<file path="config.mk">
export PLATFORM = sky130hd
export DESIGN_NAME = mux_arbiter
export DESIGN_NICKNAME = d
export VERILOG_FILES = /design/src/rtl/mux_arbiter.sv
export SDC_FILE = /design/constraint.sdc
export NUM_CORES = 1
export LEC_CHECK = 0
export CORE_MARGIN = 2
export CORE_UTILIZATION = 42
export CTS_CLUSTER_SIZE = 16
export DETAILED_ROUTE_END_ITERATION = 8
export PLACE_DENSITY = 0.93
export SETUP_SLACK_MARGIN = 0.05
export SKIP_CTS_REPAIR_TIMING = 1
export SYNTH_ARGS = -nofsm -noshare
export SYNTH_HDL_FRONTEND = slang
export SYNTH_SLANG_ARGS = --single-unit
</file>
<file path="constraint.sdc">
create_clock -name clk -period 3.45 [get_ports clk]
set_input_delay 0.345 -clock clk [delete_from_list [all_inputs] [get_ports clk]]
set_output_delay 0.345 -clock clk [all_outputs]
set_load 0.03 [all_outputs]
</file>
<file path="src/rtl/mux_arbiter.sv">
// Round-robin arbiter sharing one mux-plus-register stage between 2^switch_bits
// requesters; the captured word is presented downstream on a valid/ready handshake.
module mux_arbiter #(
    parameter int switch_bits = 2,
    parameter int data_width  = 8
) (
    input  logic                                     clk,
    input  logic                                     rst,
    input  logic [(1<<switch_bits)-1:0]              req_IN,
    input  logic [(1<<switch_bits)*data_width-1:0]   data_IN,
    input  logic                                     ready_IN,
    output logic [(1<<switch_bits)-1:0]              grant_OUT,
    output logic [switch_bits-1:0]                   sel_OUT,
    output logic                                     valid_OUT,
    output logic [data_width-1:0]                    data_OUT
);

    localparam int N = 1 << switch_bits;

    typedef enum logic {IDLE, BUSY} state_t;

    state_t                 state_q, state_d;
    logic [switch_bits-1:0] ptr_q, ptr_d;
    logic [switch_bits-1:0] sel_q, sel_d;
    logic [N-1:0]           grant_q, grant_d;
    logic [data_width-1:0]  data_q, data_d;

    logic [data_width-1:0]  words [N];
    logic [N-1:0]           mreq;
    logic [switch_bits-1:0] win;
    logic [switch_bits-1:0] idx;
    logic                   found;
    logic                   capture;

    always_comb begin
        for (int i = 0; i < N; i++) begin
            words[i] = data_IN[i*data_width +: data_width];
        end
    end

    // A requester granted last cycle sits out one arbitration so a stale word is never re-captured.
    always_comb begin
        mreq  = req_IN & ~grant_q;
        found = 1'b0;
        win   = '0;
        idx   = '0;
        for (int k = 0; k < N; k++) begin
            idx = ptr_q + switch_bits'(k);
            if (!found && mreq[idx]) begin
                found = 1'b1;
                win   = idx;
            end
        end
        capture = found && ((state_q == IDLE) || ready_IN);
    end

    always_comb begin
        state_d = state_q;
        ptr_d   = ptr_q;
        sel_d   = sel_q;
        data_d  = data_q;
        grant_d = '0;
        if (capture) begin
            state_d      = BUSY;
            ptr_d        = win + switch_bits'(1);
            sel_d        = win;
            data_d       = words[win];
            grant_d[win] = 1'b1;
        end else if (state_q == BUSY && ready_IN) begin
            state_d = IDLE;
        end
    end

    always_ff @(posedge clk or negedge rst) begin
        if (!rst) begin
            state_q <= IDLE;
            ptr_q   <= '0;
            sel_q   <= '0;
            grant_q <= '0;
            data_q  <= '0;
        end else begin
            state_q <= state_d;
            ptr_q   <= ptr_d;
            sel_q   <= sel_d;
            grant_q <= grant_d;
            data_q  <= data_d;
        end
    end

    assign valid_OUT = (state_q == BUSY);
    assign grant_OUT = grant_q;
    assign sel_OUT   = sel_q;
    assign data_OUT  = data_q;

endmodule

</file>
Word-level counts from Yosys, hierarchy flattened
Cells that the tools add are included.
{"block": "totals", "wordCells": 55, "output_inout_bits": 15, "ff_bits": 17}
{"block": "op_classes", "mux": 24, "n_reduce_logical": 11, "bitwise": 4, "n_addsub": 4, "order_cmp": 7}
{"op": "8-bit binary-select mux with 2-bit select", "count": 1}
{"op": "8-bit 2-to-1 mux", "count": 2}
{"op": "2-bit by 3-bit less-than comparator with 1-bit output (second input constant)", "count": 5}
{"op": "1-bit 2-to-1 mux", "count": 11}
{"op": "1-bit binary-select mux with 2-bit select", "count": 4}
{"op": "2-bit 2-to-1 mux", "count": 4}
{"op": "1-bit logical AND", "count": 6}
{"op": "2-bit by 1-bit adder with 2-bit output (second input constant)", "count": 2}
{"op": "2-bit adder (second input constant)", "count": 2}
{"op": "4-bit bitwise AND", "count": 1}
{"op": "4-bit 2-to-1 mux", "count": 1}
{"op": "4-bit NOT", "count": 1}
{"op": "3-bit greater-or-equal comparator (second input constant)", "count": 1}
{"op": "1-bit zero test", "count": 3}
{"op": "2-bit NOT with 3-bit output", "count": 1}
{"op": "1-bit demux with 2-bit select", "count": 1}
{"op": "2-bit by 1-bit greater-or-equal comparator with 1-bit output (second input constant)", "count": 1}
{"op": "2-bit nonzero test", "count": 1}
{"op": "1-bit logical OR", "count": 1}
{"op": "1-bit NOT", "count": 1}

Logic depth before layout (Yosys ltp)
{"block": "logic_depth", "depth_word": 19, "ltp_mapped": 7, "mapped_depth_nobuf": 5}

Least setup slack after synthesis
OpenSTA, ideal clock, no wires.
{"block": "synth_path", "kind": "register to register", "start": "register grant_q[0] (netlist: grant_OUT[0])", "end": "register data_q[0] (netlist: data_OUT[0])", "required_time_ns": 3.318, "stages_incl_launch_ff": 7, "period_less_slack_ns": 1.823, "path_buffers": 1, "t_arrival_ns": 1.691, "path_slack_ns": 1.627, "cell_sequence": "dfrtp_1 or4b_4 o31a_4 o311ai_4 or2_1 buf_6 o221ai_2"}
{"block": "synth_via", "elab_chain_len": 18, "elab_cells_between_ends": 29, "cone_classes": "mux: 19; bitwise: 3; reduce/logical: 7"}
{"item": "from (decl)", "line_no": "25", "rtl": "logic [N-1:0] grant_q, grant_d;"}
{"item": "from (signal assigned)", "line_no": "85", "rtl": "grant_q <= grant_d;"}
{"item": "4-bit NOT (*)", "line_no": "43", "rtl": "mreq = req_IN & ~grant_q;"}
{"item": "4-bit bitwise AND (*)", "line_no": "43"}
{"item": "1-bit binary-select mux with 2-bit select", "line_no": "49", "rtl": "if (!found && mreq[idx]) begin"}
{"item": "1-bit 2-to-1 mux (implied by the code)", "line_no": "49"}
{"item": "1-bit 2-to-1 mux", "line_no": "49"}
{"item": "1-bit zero test", "line_no": "49"}
{"item": "1-bit logical AND", "line_no": "49"}
{"item": "1-bit 2-to-1 mux", "line_no": "49"}
{"item": "1-bit zero test", "line_no": "49"}
{"item": "1-bit logical AND", "line_no": "49"}
{"item": "1-bit 2-to-1 mux", "line_no": "49"}
{"item": "1-bit zero test", "line_no": "49"}
{"item": "1-bit logical AND", "line_no": "49"}
{"item": "2-bit 2-to-1 mux", "line_no": "49"}
{"item": "2-bit NOT with 3-bit output (implied by the code)", "line_no": "67", "rtl": "data_d = words[win];"}
{"item": "8-bit binary-select mux with 2-bit select", "line_no": "67"}
{"item": "8-bit 2-to-1 mux (implied by the code) (2 in a row)", "line_no": "67"}
{"item": "to (signal assigned)", "line_no": "86", "rtl": "data_q <= data_d;"}
{"item": "to (decl)", "line_no": "26", "rtl": "logic [data_width-1:0] data_q, data_d;"}
Mark *: on every way between the ends. The rest lies on a longest branch, timed or not. The select of a mux whose other input is x is not followed.
A chain may end at the register's enable or synchronous reset.

Worst setup path in the final report
{"block": "layout_path", "start": "input port req_IN[1]", "end": "register data_q[7] (netlist: data_OUT[7])"}
{"block": "layout_via", "elab_chain_len": 17, "elab_cells_between_ends": 28, "cone_classes": "mux: 19; bitwise: 2; reduce/logical: 7"}
{"item": "from (decl)", "line_no": "9", "rtl": "input logic [(1<<switch_bits)-1:0] req_IN,"}
{"item": "4-bit bitwise AND (*)", "line_no": "43"}
{"item": "1-bit binary-select mux with 2-bit select", "line_no": "49"}
{"item": "1-bit 2-to-1 mux (implied by the code)", "line_no": "49"}
{"item": "1-bit 2-to-1 mux", "line_no": "49"}
{"item": "1-bit zero test", "line_no": "49"}
{"item": "1-bit logical AND", "line_no": "49"}
{"item": "1-bit 2-to-1 mux", "line_no": "49"}
{"item": "1-bit zero test", "line_no": "49"}
{"item": "1-bit logical AND", "line_no": "49"}
{"item": "1-bit 2-to-1 mux", "line_no": "49"}
{"item": "1-bit zero test", "line_no": "49"}
{"item": "1-bit logical AND", "line_no": "49"}
{"item": "2-bit 2-to-1 mux", "line_no": "49"}
{"item": "2-bit NOT with 3-bit output (implied by the code)", "line_no": "67"}
{"item": "8-bit binary-select mux with 2-bit select", "line_no": "67"}
{"item": "8-bit 2-to-1 mux (implied by the code) (2 in a row)", "line_no": "67"}
Marked as above.

==> summary.txt <==
outcome: finished, final reports clean
DR WL/cell: 14.18 um
critical path capture point type: flip-flop
Max VDD drop: 0.4611 mV
critical path required time: 3.62 ns
crit path DAT: 2.39 ns
Post-Syn Area: 0.001044 sq mm
cell leakage power: 0.6921 nW
grt total ovfl: 0
Die Span Y: 53.85 um
Synth Instances: 88
unrepaired setup endpoints after global routing: false
crit-path max FO: 12
count of input and output buffers: 53
Diodes inserted: 0
synth unique cells: 26
r2r startpoint: grant_OUT[1]
Synth area leaders: dfrtp_1 (41%), mux2i_1 (15%), o221ai_2 (13%)
effective utilization at floorplan: 0.4330
final hold vios: 0
Finish-stage setup viols: 0
max-cap viol count: 0
Core Region: 0.002410 sq mm
Worst Setup Path Type: in2reg
CTS Sinks: 17
# nets final: 180
vias in the first global route: 866
GR Util All Layers: 0.1860
Vias: 890
Tot Pwr: 1.221 mW
min-delay worst type: in2async
min Tclk post-route: 2.214 ns
H-tree depth: 1
pin count of the biggest net entering global routing: 19
Clock Tree Buf Depth: 2
# IOs: 54
clock root buffer: clkbuf_4
1st-iter DRT viols: 17
DP Wirelength: 1.873 mm
max-slew headroom at the worst pin: 0.5007
Total Routed Length: 2.410 mm
Die X: 53.85 um
sequential area share after synthesis: 0.4077
vias per inst: 5.235
initial antenna violation count: 0
Post-Syn Nets: 127
Pre-antenna DRT Iters: 4
Final Slew Violations: 0
Clock Skew: 0.004792 ns
clock-pin slew on the worst setup and hold paths: 0.10 ns
Synth Warn #: 0
Filler Cells Inserted: 198
first-pass GRT wire length: 3.788 mm
Area growth syn-to-layout: 53.12%
top cell type's share of synthesized area: 0.4077
Startpoint Class: primary input
layout cells sized above 1: 0.1714
CTS tree: built
Crit. Startpoint: req_IN[1]
DRC viols: 0
Worst-Margin Slew: 0.7466 ns
clk_lat worst skew: 0.31 ns
DRT antenna net count: 0
Mapped Avg Cell Area: 11.86 sq um
area leader, netlist: dfrtp_1
final worst path period share: 0.6417
Die ar.: 0.002899 sq mm
setup TNS: 0 ns
Fmax achieved: 451.7 MHz
FF+latch count, synth: 17
GP Congestion: 0.7105
floorplan row count: 18
PD cells: 764.2 mW/mm^2
cells on worst reg2reg path: 5
number of clock buffers inserted by TritonCTS: 3
## cell usage after synthesis
cell type	count
o2111a_1	1
nor3_1	1
mux2_2	1
o221ai_2	9
o21ai_2	1
buf_4	1
or2_1	2
nor2b_2	1
o21ai_0	1
xnor2_1	1
nor2_1	1
and3b_2	2
o21ai_1	1
clkbuf_1	2
nor2b_1	1
nand2_1	14
dfrtp_1	17
nor3b_1	1
nand2b_2	2
nand2b_1	4
mux2i_1	16
or4b_4	1
o31a_4	1
inv_1	2
o311ai_4	1
buf_6	3
## worst paths after layout
check	slack, ns	end
setup / recovery	1.24	data_OUT[7]
hold / removal	0.47	data_OUT[2]
setup reg to reg	1.30	data_OUT[7]
hold reg to reg	0.49	sel_OUT[0]
max in group asynchronous	2.51	grant_OUT[3]
min in group clk	0.49	sel_OUT[0]
## where the power goes
part           switching, mW  internal (mW)
combinational          0.404          0.356
sequential            0.0662          0.284
clock                 0.0676         0.0434
## layer usage
layer,vias to the layer above,global-route usage,share of wire
li1,421,-,-
met1,426,0.2142,0.40
met2,40,0.3272,0.51
met3,3,0.04444,0.077
met4,0,0.07692,0.018
met5,-,0,0
## worst max-delay path, cell delays in order
cell and delay [ns]:
clkdlybuf4s50_1 0.48, nor2b_1 0.28, nor3_1 0.11, o221ai_2 0.45, buf_4 0.34, mux2i_1 0.26, o221ai_2 0.13
## cell type report
class | instances | area [sq um] | share of cell area
well taps | 30 | 37.54 | 0.02349
flip-flops and latches | 17 | 425.4 | 0.2662
clock inverters | 1 | 5.005 | 0.003132
multi-input cells | 63 | 561.8 | 0.3516
inverters | 2 | 7.507 | 0.004699
repair buffers | 54 | 538.0 | 0.3367
clock buffers | 3 | 22.52 | 0.01410
## sequential cells by signal, summed over array words and instances, names as in the netlist
signal,count
data_OUT,8
valid_OUT,1
grant_OUT,4
sel_OUT,2
ptr_q,2
## cell usage in the layout (no fill, tap or decap), drive strengths merged, types with 2 or more instances in the layout
cell type,instances
nand2b,6
inv,2
clkbuf,3
nor2b,2
nand2,14
or2,2
mux2i,16
dfrtp,17
clkdlybuf4s50,53
o221ai,9
o21ai,3
and3b,2
## stage by stage
stage          hold slack, ns  worst slack, ns  std cells    util  cell area [sq um]
2_1_floorplan         0.04941            1.627         88       -               1044
5_1_grt                0.5198            1.105        170  0.6630               1598
6_report               0.4661            1.236        170  0.6630               1598
4_1_cts                0.4814            1.238        170  0.6630               1598
3_5_place_dp           0.4731           0.9119        166  0.6516               1570
3_3_place_gp           0.4679           0.9384        166  0.6516               1570
## cell families (layout without fill, tap and decap cells)
kind of cell	after synthesis	count (layout)	share of synthesized area
buffers and inverters	8	60	0.05396
muxes	17	17	0.1643
AOI/OAI and AO/OA	15	15	0.2002
xor gates and xnor gates	1	1	0.008395
and+or+nand+nor	30	30	0.1655
DFF	17	17	0.4077
(Power assumes the default switching activity.)
